File: config.mk
export PLATFORM = sky130hd
export DESIGN_NAME = preg_release_queue
export DESIGN_NICKNAME = d
export VERILOG_FILES = /design/src/rtl/preg_release_queue.sv
export SDC_FILE = /design/constraint.sdc
export NUM_CORES = 1
export LEC_CHECK = 0
export ABC_CLOCK_PERIOD_IN_PS = 3200
export BUFFER_PORTS_ARGS = -buffer_cell sky130_fd_sc_hd__buf_4
export CAP_MARGIN = 30
export CORE_MARGIN = 5
export CORE_UTILIZATION = 51
export CTS_CLUSTER_DIAMETER = 100
export DETAILED_ROUTE_END_ITERATION = 10
export PLACE_DENSITY = 0.78
export SLEW_MARGIN = 20
export SYNTH_ARGS = -nofsm -noshare
export SYNTH_HDL_FRONTEND = slang
export SYNTH_SLANG_ARGS = --single-unit
File: constraint.sdc
create_clock -name clock -period 3.2 [get_ports clock]
set_clock_uncertainty 0.1 [all_clocks]
set_input_delay 0.48 -clock clock [delete_from_list [all_inputs] [get_ports clock]]
set_output_delay 0.48 -clock clock [all_outputs]
set_load 0.1 [all_outputs]
File: src/rtl/preg_release_queue.sv
// Retire-side return path of the physical-register freelist: buffers retiring
// Told tags in a circular queue and releases at most DRAIN_WIDTH per cycle.
module preg_release_queue #(
    parameter int RET_WIDTH   = 2,
    parameter int DRAIN_WIDTH = 2,
    parameter int PR_COUNT    = 64,
    parameter int DEPTH       = 2 * RET_WIDTH,
    localparam int PR_IDX_W   = $clog2(PR_COUNT),
    localparam int CNT_W      = $clog2(DEPTH + 1),
    localparam int PTR_W      = (DEPTH > 1) ? $clog2(DEPTH) : 1
) (
    input  logic                                clock,
    input  logic                                reset,
    input  logic [RET_WIDTH-1:0]                retire_valid,
    input  logic [RET_WIDTH-1:0][PR_IDX_W-1:0]  retire_told,
    output logic                                retire_stall,
    output logic [PR_COUNT-1:0]                 free_mask,
    output logic [CNT_W-1:0]                    count,
    output logic                                overflow_err
);

    logic [PR_IDX_W-1:0] mem_r [DEPTH];
    logic [PTR_W-1:0]    head_r;
    logic [PTR_W-1:0]    tail_r;
    logic [CNT_W-1:0]    count_r;
    logic [PR_COUNT-1:0] free_mask_r;
    logic                overflow_r;

    logic [PTR_W-1:0]    head_next_s;
    logic [PTR_W-1:0]    tail_next_s;
    logic [CNT_W-1:0]    space_s;
    logic [CNT_W-1:0]    acc_s;
    logic [CNT_W-1:0]    pop_s;
    logic                drop_s;
    logic [RET_WIDTH-1:0] lane_we_s;
    logic [PTR_W-1:0]    lane_addr_s [RET_WIDTH];
    logic [PR_COUNT-1:0] mask_next_s;

    // Explicit compare-and-wrap keeps non-power-of-2 depths correct.
    function automatic logic [PTR_W-1:0] ptr_inc(input logic [PTR_W-1:0] ptr);
        logic [PTR_W-1:0] nxt;
        if (ptr == PTR_W'(DEPTH - 1)) begin
            nxt = {PTR_W{1'b0}};
        end else begin
            nxt = ptr + PTR_W'(1);
        end
        return nxt;
    endfunction

    // Enqueue: compact valid non-zero lanes in lane order into the free space.
    always_comb begin
        lane_we_s   = {RET_WIDTH{1'b0}};
        acc_s       = {CNT_W{1'b0}};
        drop_s      = 1'b0;
        tail_next_s = tail_r;
        space_s     = CNT_W'(DEPTH) - count_r;
        for (int i = 0; i < RET_WIDTH; i++) begin
            lane_addr_s[i] = {PTR_W{1'b0}};
        end
        for (int i = 0; i < RET_WIDTH; i++) begin
            if (retire_valid[i] && (retire_told[i] != {PR_IDX_W{1'b0}})) begin
                if (acc_s < space_s) begin
                    lane_we_s[i]   = 1'b1;
                    lane_addr_s[i] = tail_next_s;
                    tail_next_s    = ptr_inc(tail_next_s);
                    acc_s          = acc_s + CNT_W'(1);
                end else begin
                    drop_s = 1'b1;
                end
            end else begin
                lane_we_s[i] = 1'b0;
            end
        end
    end

    // Drain: pop up to DRAIN_WIDTH entries resident at the start of the cycle.
    always_comb begin
        mask_next_s = {PR_COUNT{1'b0}};
        head_next_s = head_r;
        pop_s       = (count_r > CNT_W'(DRAIN_WIDTH)) ? CNT_W'(DRAIN_WIDTH) : count_r;
        for (int j = 0; j < DRAIN_WIDTH; j++) begin
            if (CNT_W'(j) < pop_s) begin
                mask_next_s[mem_r[head_next_s]] = 1'b1;
                head_next_s = ptr_inc(head_next_s);
            end else begin
                head_next_s = head_next_s;
            end
        end
    end

    // Tag storage; contents are don't-care outside the head..tail window.
    always_ff @(posedge clock) begin
        for (int i = 0; i < RET_WIDTH; i++) begin
            if (lane_we_s[i]) begin
                mem_r[lane_addr_s[i]] <= retire_told[i];
            end
        end
    end

    // Pointers, occupancy, release mask and sticky overflow flag.
    always_ff @(posedge clock or posedge reset) begin
        if (reset) begin
            head_r      <= {PTR_W{1'b0}};
            tail_r      <= {PTR_W{1'b0}};
            count_r     <= {CNT_W{1'b0}};
            free_mask_r <= {PR_COUNT{1'b0}};
            overflow_r  <= 1'b0;
        end else begin
            head_r      <= head_next_s;
            tail_r      <= tail_next_s;
            count_r     <= count_r + acc_s - pop_s;
            free_mask_r <= mask_next_s;
            if (drop_s) begin
                overflow_r <= 1'b1;
            end
        end
    end

    // Stall depends on registered occupancy only, never on retire_valid.
    assign retire_stall = (count_r > CNT_W'(DEPTH - RET_WIDTH));
    assign free_mask    = free_mask_r;
    assign count        = count_r;
    assign overflow_err = overflow_r;

endmodule
== Yosys cells after proc, flatten, opt, wreduce, memory -nomap -nowiden ==
Memories as Yosys holds them, arrays and structs flattened.
Index checks and enable logic that the tools add are counted.

* Bits in writable memories: 24
* Input port bits: 16
* Logic and storage cells: 71
* Memories kept: 1
* Output and inout bits: 69
* Bits in registers: 72

{| class="wikitable"
|+ Memory list
! name !! depth !! width !! rd ports !! clocked after Yosys merged registers in !! write ports !! RTL line !! text
|-
| mem_r || 4 || 6 || 2 || 0 || 2 || 22 || <nowiki>logic [PR_IDX_W-1:0] mem_r [DEPTH];</nowiki>
|}

* Magnitude comparators: 9
* Multiplexer cells: 37
* Equal/unequal tests: 4
* Reduce and logical (&&, ||, !) cells: 6
* Bitwise operators: 1
* $add $sub $neg: 8

{| class="wikitable"
|+ Operators with widths
! cell !! number
|-
| 64-bit 2-to-1 mux || 2
|-
| 64-bit bitwise OR || 1
|-
| 2-bit 2-to-1 mux || 14
|-
| 1-bit 2-to-1 mux || 16
|-
| 6-bit by 7-bit < comparator with 1-bit output (second input constant) || 2
|-
| 1-bit demux with 6-bit select || 2
|-
| 6-bit by 1-bit >= comparator with 1-bit output (second input constant) || 2
|-
| 6-bit nonzero test || 2
|-
| 1-bit by 3-bit < comparator with 1-bit output (first input constant) || 3
|-
| 3-bit 2-to-1 mux || 3
|-
| 2-bit by 1-bit adder with 2-bit output (second input constant) || 4
|-
| 2-bit == test (second input constant) || 4
|-
| 1-bit logical AND || 4
|-
| 3-bit by 1-bit adder with 3-bit output (second input constant) || 1
|-
| 3-bit adder || 1
|-
| 3-bit by 2-bit > comparator with 1-bit output (second input constant) || 1
|-
| 3-bit < comparator || 1
|-
| 3-bit subtractor || 1
|-
| 3-bit subtractor (first input constant) || 1
|}

== Logic depth before layout (Yosys ltp) ==
Gate-level depths: netlist of run 1.
An unclocked memory read counts as a cell.

* Depth in word-level cells: 11
* Depth in mapped cells: 13
* Mapped depth without buffers: 12

== Worst setup path before layout of run 1 ==
OpenSTA, ideal clock, no wires.

* Kind: reg2reg
* Start: register count_r[0], in the netlist count[0]
* End: register count_r[2], in the netlist count[2]
* Path buffers: 1
* Setup slack: -1341 ps
* Required time: 2975 ps
* Setup time: 125 ps
* Arrival: 4316 ps
* Period minus slack after synthesis: 4541 ps
* Cell stages (with the launch flop): 12
* Path through: dfrtp_1 -> clkbuf_1 -> inv_1 -> ha_1 -> o21bai_1 -> nor2_1 -> ha_1 -> inv_1 -> ha_1 -> fa_1 -> xor2_1 -> xnor2_1

* Elaborated cells on any way between the ends: 12
* Classes of those cells: add/sub (4); order compare (3); mux (5)

{| class="wikitable"
|+ RTL lines
! item !! RTL line !! text
|-
| from (decl) || 25 || <nowiki>logic [CNT_W-1:0] count_r;</nowiki>
|-
| from (signal assigned) || 105 || <nowiki>count_r <= {CNT_W{1'b0}};</nowiki>
|-
| from (signal assigned) || 111 || <nowiki>count_r <= count_r + acc_s - pop_s;</nowiki>
|-
| 3-bit by 2-bit > comparator with 1-bit output || - ||
|-
| named net retire_stall || 16 || <nowiki>output logic retire_stall,</nowiki>
|-
| 3-bit 2-to-1 mux || 80 || <nowiki>pop_s = (count_r > CNT_W'(DRAIN_WIDTH)) ? CNT_W'(DRAIN_WIDTH) : count_r;</nowiki>
|-
| 3-bit subtractor || 111 ||
|}

The timed path passes the listed nets, and every way through them passes these cells.
A chain may end at the register's enable or synchronous reset.

== Worst setup path in the final report of run 1 ==
* Start: register head_r[0]
* End: register free_mask_r[12], in the netlist free_mask[12]

* Longest elaborated chain between the ends: 10
* Elaborated cells on any way between the ends: 18
* Classes of those cells: add/sub (1); order compare (4); eq/ne (1); mux (8); bitwise (1); reduce/logical (2); memory (1)

{| class="wikitable"
|+ Ends and longest elaborated chain
! item !! RTL line !! text
|-
| from (decl) || 23 || <nowiki>logic [PTR_W-1:0] head_r;</nowiki>
|-
| from (signal assigned) || 103 || <nowiki>head_r <= {PTR_W{1'b0}};</nowiki>
|-
| from (signal assigned) || 109 || <nowiki>head_r <= head_next_s;</nowiki>
|-
| 2-bit by 1-bit adder with 2-bit output or 2-bit == test (tied branches) || 45, 42 ||
|-
| 2-bit 2-to-1 mux || 42 || <nowiki>if (ptr == PTR_W'(DEPTH - 1)) begin</nowiki>
|-
| 2-bit 2-to-1 mux || 82 || <nowiki>if (CNT_W'(j) < pop_s) begin</nowiki>
|-
| memory read 4 x 6 bit (*) || - ||
|-
| 6-bit by 7-bit < comparator with 1-bit output (not written as such) or 6-bit by 1-bit >= comparator with 1-bit output (tied branches) || 83 || <nowiki>mask_next_s[mem_r[head_next_s]] = 1'b1;</nowiki>
|-
| 1-bit logical AND (not written as such) || 83 ||
|-
| 1-bit 2-to-1 mux (not written as such) || 83 ||
|-
| 1-bit demux with 6-bit select || 83 ||
|-
| 64-bit bitwise OR (no line) || - ||
|-
| 64-bit 2-to-1 mux (*) || 82 ||
|-
| named net mask_next_s[12] || 37 || <nowiki>logic [PR_COUNT-1:0] mask_next_s;</nowiki>
|-
| to (signal assigned) || 106 || <nowiki>free_mask_r <= {PR_COUNT{1'b0}};</nowiki>
|-
| to (signal assigned) || 112 || <nowiki>free_mask_r <= mask_next_s;</nowiki>
|-
| to (decl) || 26 || <nowiki>logic [PR_COUNT-1:0] free_mask_r;</nowiki>
|}

The timed path passes the listed nets; every way through them passes the cells marked *.

==> impl_metrics.yaml, run 1 <==
clock_network:
  clk_pin_slew_ns: 0.09
  clockBufferDepth: 2
  clk_latency_ns: 0.36
  ctsHoldBuffers: 1
  cts_buffers: 9
  cts_sinks: 96
  post_cts_resized: 0
  cts_tree: "done"
  post_cts_buffers: 0
  cts_root_buf: "clkbuf_8"
  h-tree-depth: 3
die:
  die_area_um2: 11530
  coreArea_um2: 9240
  die_h_um: 107.4
  fp.dieW_um: 107.4
  row_count: 35
  io_pins: 85
  start_util_pct: 52.35
outcome:
  status: "finished, final reports clean"
worst_setup_path:
  worst_setup_path_start_kind: "flip-flop"
  crit_path_max_fanout: 8
  r2r_slack_ns: 0.28
  path_class: "reg2reg"
  cp.required_ns: 3.35
  arrival_ns: 3.06
  critical_path.endpoint_type: "flip-flop"
logic_synthesis:
  yosysSeqAreaShare_pct: 52.15
  ys_top_cells_by_area: "dfrtp_1 (37%), edfxtp_1 (15%), o32ai_1 (5.3%)"
  yosysUniqueCellTypes: 63
  synth-main-ff-cell: "dfrtp_1"
  async_reset_ff_share_pct: 75.00
  ys_warn_count: 0
  ys_top_cells_by_count: "dfrtp_1 (72), o22ai_1 (36), o32ai_1 (29)"
  ys_ff_latch: 96
  synth_cells: 383
  synth-edff-count: 24
  syn-cell-area_um2: 4837
  synth_fp_nets: 408
  synth_top_area_cell: "dfrtp_1"
  synth_top_area_share_pct: 37.25
  synth_most_common_cell: "dfrtp_1"
  syn_avg_cell_area_um2: 12.63
grt:
  globalRouteOverflowTotal: 0
  grt_pass1_vias: 3697
  grt_pass1_wl_mm: 19.40
  grt_max_degree: 45
  grt_usage_pct: 21.28
  grt_antenna_before_repair: 0
timing:
  tightest_slew_ns: 0.8254
  worst_slack_ns: 0.2821
  rsz0062_at_grt: "false"
  slew_headroom_pct: 44.50
  post-route-period-util_pct: 91.19
  finalCriticalPeriod_ns: 2.918
  finalHoldViolations: 0
  fmax_mhz: 342.7
  finalSetupViolCount: 0
  slew_viol_final: 0
detailed_routing:
  drt-initial-drc-count: 201
  vias: 3781
  wire_per_inst_um: 19.29
  drcViolationCount: 0
  drt-vias-per-instance: 6.118
  drtAntennaViolNets: 0
  drt-total-wl_mm: 11.92
  drtPass1Iterations: 5
place:
  gp_congestion: 0.9037
  numPortBuffers: 84
  place_ws_ns: -0.04825
  hpwl_mm: 9.127
hold_path:
  hold_path_class: "in2reg"
job:
  maxCapViolations: 0
final_layout:
  diodes: 0
  syn2layout_area_growth_pct: 23.64
  drive_gt1_share_pct: 35.79
  fin_nets: 509
-- flip-flops by register name, summed over array words and instances, names as in the netlist --
name          flops
mem_r            24
head_r            2
count             3
overflow_err      1
tail_r            2
free_mask        64
-- cell type report --
type,instances,area (µm²)
Clock buffer,12,166.4
Clock inverter,4,27.53
Fill cell,715,3259
Inverter,9,36.28
Multi-Input combinational cell,262,2265
Sequential cell,96,2526
Tap cell,129,161.4
Timing Repair Buffer,106,798.3
-- cells by family (layout without fill, tap and decap cells) --
| kind of cell | count (synthesis) | count (layout) | share of synthesized area (%) |
|---|---|---|---|
| compound gates | 103 | 103 | 16.94 |
| mux | 52 | 52 | 14.74 |
| xor+xnor | 3 | 3 | 0.5433 |
| fa+ha+maj | 10 | 10 | 2.690 |
| buf+inv | 25 | 131 | 2.380 |
| simple gates | 94 | 94 | 10.55 |
| flops | 96 | 96 | 52.15 |
-- critical path: stages, from the launching register on --
cell and delay (ns):
dfrtp_1 0.47, ha_1 0.29, nor2_4 0.25, mux4_2 0.57, mux2i_2 0.33, nand3_1 0.36
o32ai_1 0.42
-- per-layer routing --
layer	track usage, %	vias up	share of wire, %
met5	0	-	0
met4	5.500	0	1.2
met3	4.319	14	6.4
met2	37.67	163	52
met1	26.64	1871	41
li1	-	1733	-
-- per-stage QoR --
step / setup TNS, ns / util [%] / hold slack (ns) / cells / instance area (µm²)
2_1_floorplan: -2.574 / - / 0.5224 / 383 / 4918
3_3_place_gp: 0 / 62.52 / 0.3277 / 601 / 5777
3_5_place_dp: -0.1021 / 62.52 / 0.3411 / 601 / 5777
4_1_cts: 0 / 64.73 / 0.3354 / 618 / 5981
5_1_grt: 0 / 64.73 / 0.3395 / 618 / 5981
6_report: 0 / 64.73 / 0.3487 / 618 / 5981
-- path summary, 6_finish.rpt --
check	start	to	cells after the start
min in group asynchronous	reset	free_mask[26]$_DFF_PP0_	3
hold / removal	retire_told[7]	mem_r[3][1]$_DFFE_PP_	2
max in group asynchronous	reset	free_mask[14]$_DFF_PP0_	4
hold reg to reg	overflow_err$_DFFE_PP0P_	overflow_err$_DFFE_PP0P_	2
setup / recovery	head_r[0]$_DFF_PP0_	free_mask[12]$_DFF_PP0_	6
setup reg to reg	head_r[0]$_DFF_PP0_	free_mask[12]$_DFF_PP0_	6
-- layout by cell type (no fill, tap or decap), drive strengths merged, types with 7 or more instances in the layout --
master,count
buf,105
dfrtp,72
o22ai,36
mux2,33
o32ai,29
nand2,26
edfxtp,24
nand3,23
clkbuf,12
mux2i,10
mux4,9
inv,9
nand2b,8
ha,8
nor2,7
Power of run 1 is not shown: default switching activity piles up to over one toggle a cycle in this logic, so the estimate is an artifact.
==> inputs of run 2 (changes only) <==
--- a/config.mk
+++ b/config.mk
@@ -8,10 +8,13 @@
 export ABC_CLOCK_PERIOD_IN_PS = 3200
 export BUFFER_PORTS_ARGS = -buffer_cell sky130_fd_sc_hd__buf_4
 export CAP_MARGIN = 30
-export CORE_MARGIN = 5
-export CORE_UTILIZATION = 51
+export CELL_PAD_IN_SITES_DETAIL_PLACEMENT = 0
+export CELL_PAD_IN_SITES_GLOBAL_PLACEMENT = 1
+export CORE_MARGIN = 2
+export CORE_UTILIZATION = 41
 export CTS_CLUSTER_DIAMETER = 100
 export DETAILED_ROUTE_END_ITERATION = 10
+export MAX_ROUTING_LAYER = met4
 export PLACE_DENSITY = 0.78
 export SLEW_MARGIN = 20
 export SYNTH_ARGS = -nofsm -noshare
==> run 2 against run 1 <==
Utilization fell by 11 points. Final cell count increased by 2.1%. Non-clock buffer count down 1. Worst setup slack got worse by 0.049 ns. Critical path type unchanged. Wire length grew 1.1%.
==> impl_metrics.yaml, run 2 (synthesis results as in run 1) <==
outcome:
  status: "finished, final reports clean"
worst_setup_path:
  critPathBufInv: 0
  crit_path_max_fanout: 8
  worst_setup_path_start_kind: "flip-flop"
  cp_slowest_cell: "mux4_2"
  critical_path.endpoint_type: "flip-flop"
  max_stage_delay_ns: 0.59
  cp_top_family: "multiplexers"
  path_class: "reg2reg"
  arrival_ns: 3.09
  crit_chain: "ha_1 -> nor2_4 -> mux4_2 -> mux2i_1 -> nand2_1 -> o32ai_1"
  cp.required_ns: 3.32
grt:
  grt_pass1_wl_mm: 19.64
  globalRouteOverflowTotal: 0
  grt_antenna_before_repair: 0
  grt_usage_pct: 20.41
  grt_max_degree: 49
  grt_pass1_vias: 3710
clock_network:
  h-tree-depth: 3
  cts_sinks: 96
  cts_tree: "done"
  post_cts_buffers: 0
  clockBufferDepth: 2
  clk_pin_slew_ns: 0.07
  cts_buffers: 9
  clk_latency_ns: 0.35
  cts_root_buf: "clkbuf_16"
die:
  io_pins: 85
  die_h_um: 112.6
  coreArea_um2: 11470
  start_util_pct: 42.18
  die_area_um2: 12680
  fp.dieW_um: 112.6
  row_count: 39
final_layout:
  largest_reg_flops: 64
  finish.utilization_pct: 53.43
  fin_nets: 508
  nFillCells: 984
  drive_gt1_share_pct: 35.86
  syn2layout_area_growth_pct: 26.67
  layout_commonest_cell: "buf_4"
  final_cell_mix: "buf_4 (104), dfrtp_1 (69), o22ai_1 (36), o32ai_1 (29), nand2_1 (25)"
  fin_area_um2: 6127
  diodes: 0
  final_cells: 631
place:
  placed_area_um2: 5787
  hpwl_mm: 9.042
  place_inst: 614
  numPortBuffers: 84
  gp_congestion: 0.8708
detailed_routing:
  drt-vias-per-instance: 5.873
  wire_per_inst_um: 19.09
  drtAntennaViolNets: 0
  drt-total-wl_mm: 12.05
  drtPass1Iterations: 4
  drt-initial-drc-count: 290
  vias: 3706
  drcViolationCount: 0
timing:
  rsz0062_at_grt: "false"
  finalHoldViolations: 0
  tightest_slew_ns: 0.8824
  setup_tns_ns: 0
  post-route-period-util_pct: 92.72
  finalCriticalPeriod_ns: 2.967
  slew_headroom_pct: 41.17
  finalSetupViolCount: 0
  fmax_mhz: 337.0
  slew_viol_final: 0
job:
  maxCapViolations: 0
hold_path:
  hold_path_class: "in2reg"
run 2: cell count changes in the layout (fill, tap and decap cells not counted), sizes merged:
cell,change
buf,-1
inv,+3
bufinv,+1
clkinv,-4
clkinvlp,+1
clkbuf,-1
run 2: worst reg2reg max path, delay by kind of cell, from the launching register on:
family / cells / cell delay, ns
simple gates: 2 / 0.55
compound gates: 1 / 0.41
fa+ha+maj: 1 / 0.28
mux: 2 / 1.04
flops: 1 / 0.46
run 2: layout make-up:
cell class	instances	area (µm²)	share of cell area, %
timing repair buffer	105	790.8	12.91
clock inverter	5	66.31	1.082
inverter	9	36.28	0.5922
sequential	96	2526	41.23
clock buffer	11	264.0	4.309
multi-input combinational	262	2265	36.96
tap	143	178.9	2.920
run 2: repair_timing:
item / CTS / global route
endpoints found under the hold margin: 11 / 0
gates resized for setup: 0 / 0
hold buffers: 1 / 0
run 2: per-stage QoR:
step	setup WS, ns	hold WS [ns]
final	0.2329	0.3573
after global routing	0.1219	0.3698
after CTS	0.3002	0.3496
after detailed placement	0.006982	0.3646
after global placement	0.03937	0.3656
after floorplan	-0.1453	0.5224
run 2: final timing paths:
check / start / end / slack, ns / depth (start not counted)
max in group asynchronous: reset / free_mask[38]$_DFF_PP0_ / 1.59 / 4
setup / recovery: head_r[0]$_DFF_PP0_ / free_mask[3]$_DFF_PP0_ / 0.23 / 6
min in group asynchronous: reset / overflow_err$_DFFE_PP0P_ / 0.54 / 3
hold reg to reg: overflow_err$_DFFE_PP0P_ / overflow_err$_DFFE_PP0P_ / 0.38 / 2
hold / removal: retire_told[7] / mem_r[1][1]$_DFFE_PP_ / 0.36 / 2
setup reg to reg: head_r[0]$_DFF_PP0_ / free_mask[3]$_DFF_PP0_ / 0.23 / 6
run 2: routing by layer:
metal	GRT usage (%)	routed length (µm)	part of all wire [%]	vias up
met2	32.65	5774	48	160
met3	4.428	767	6.4	23
met4	7.967	346	2.9	0
met1	25.46	5161	43	1793
li1	-	-	-	1730
met5	-	0	0	-
Power of run 2 is left out for the same reason.
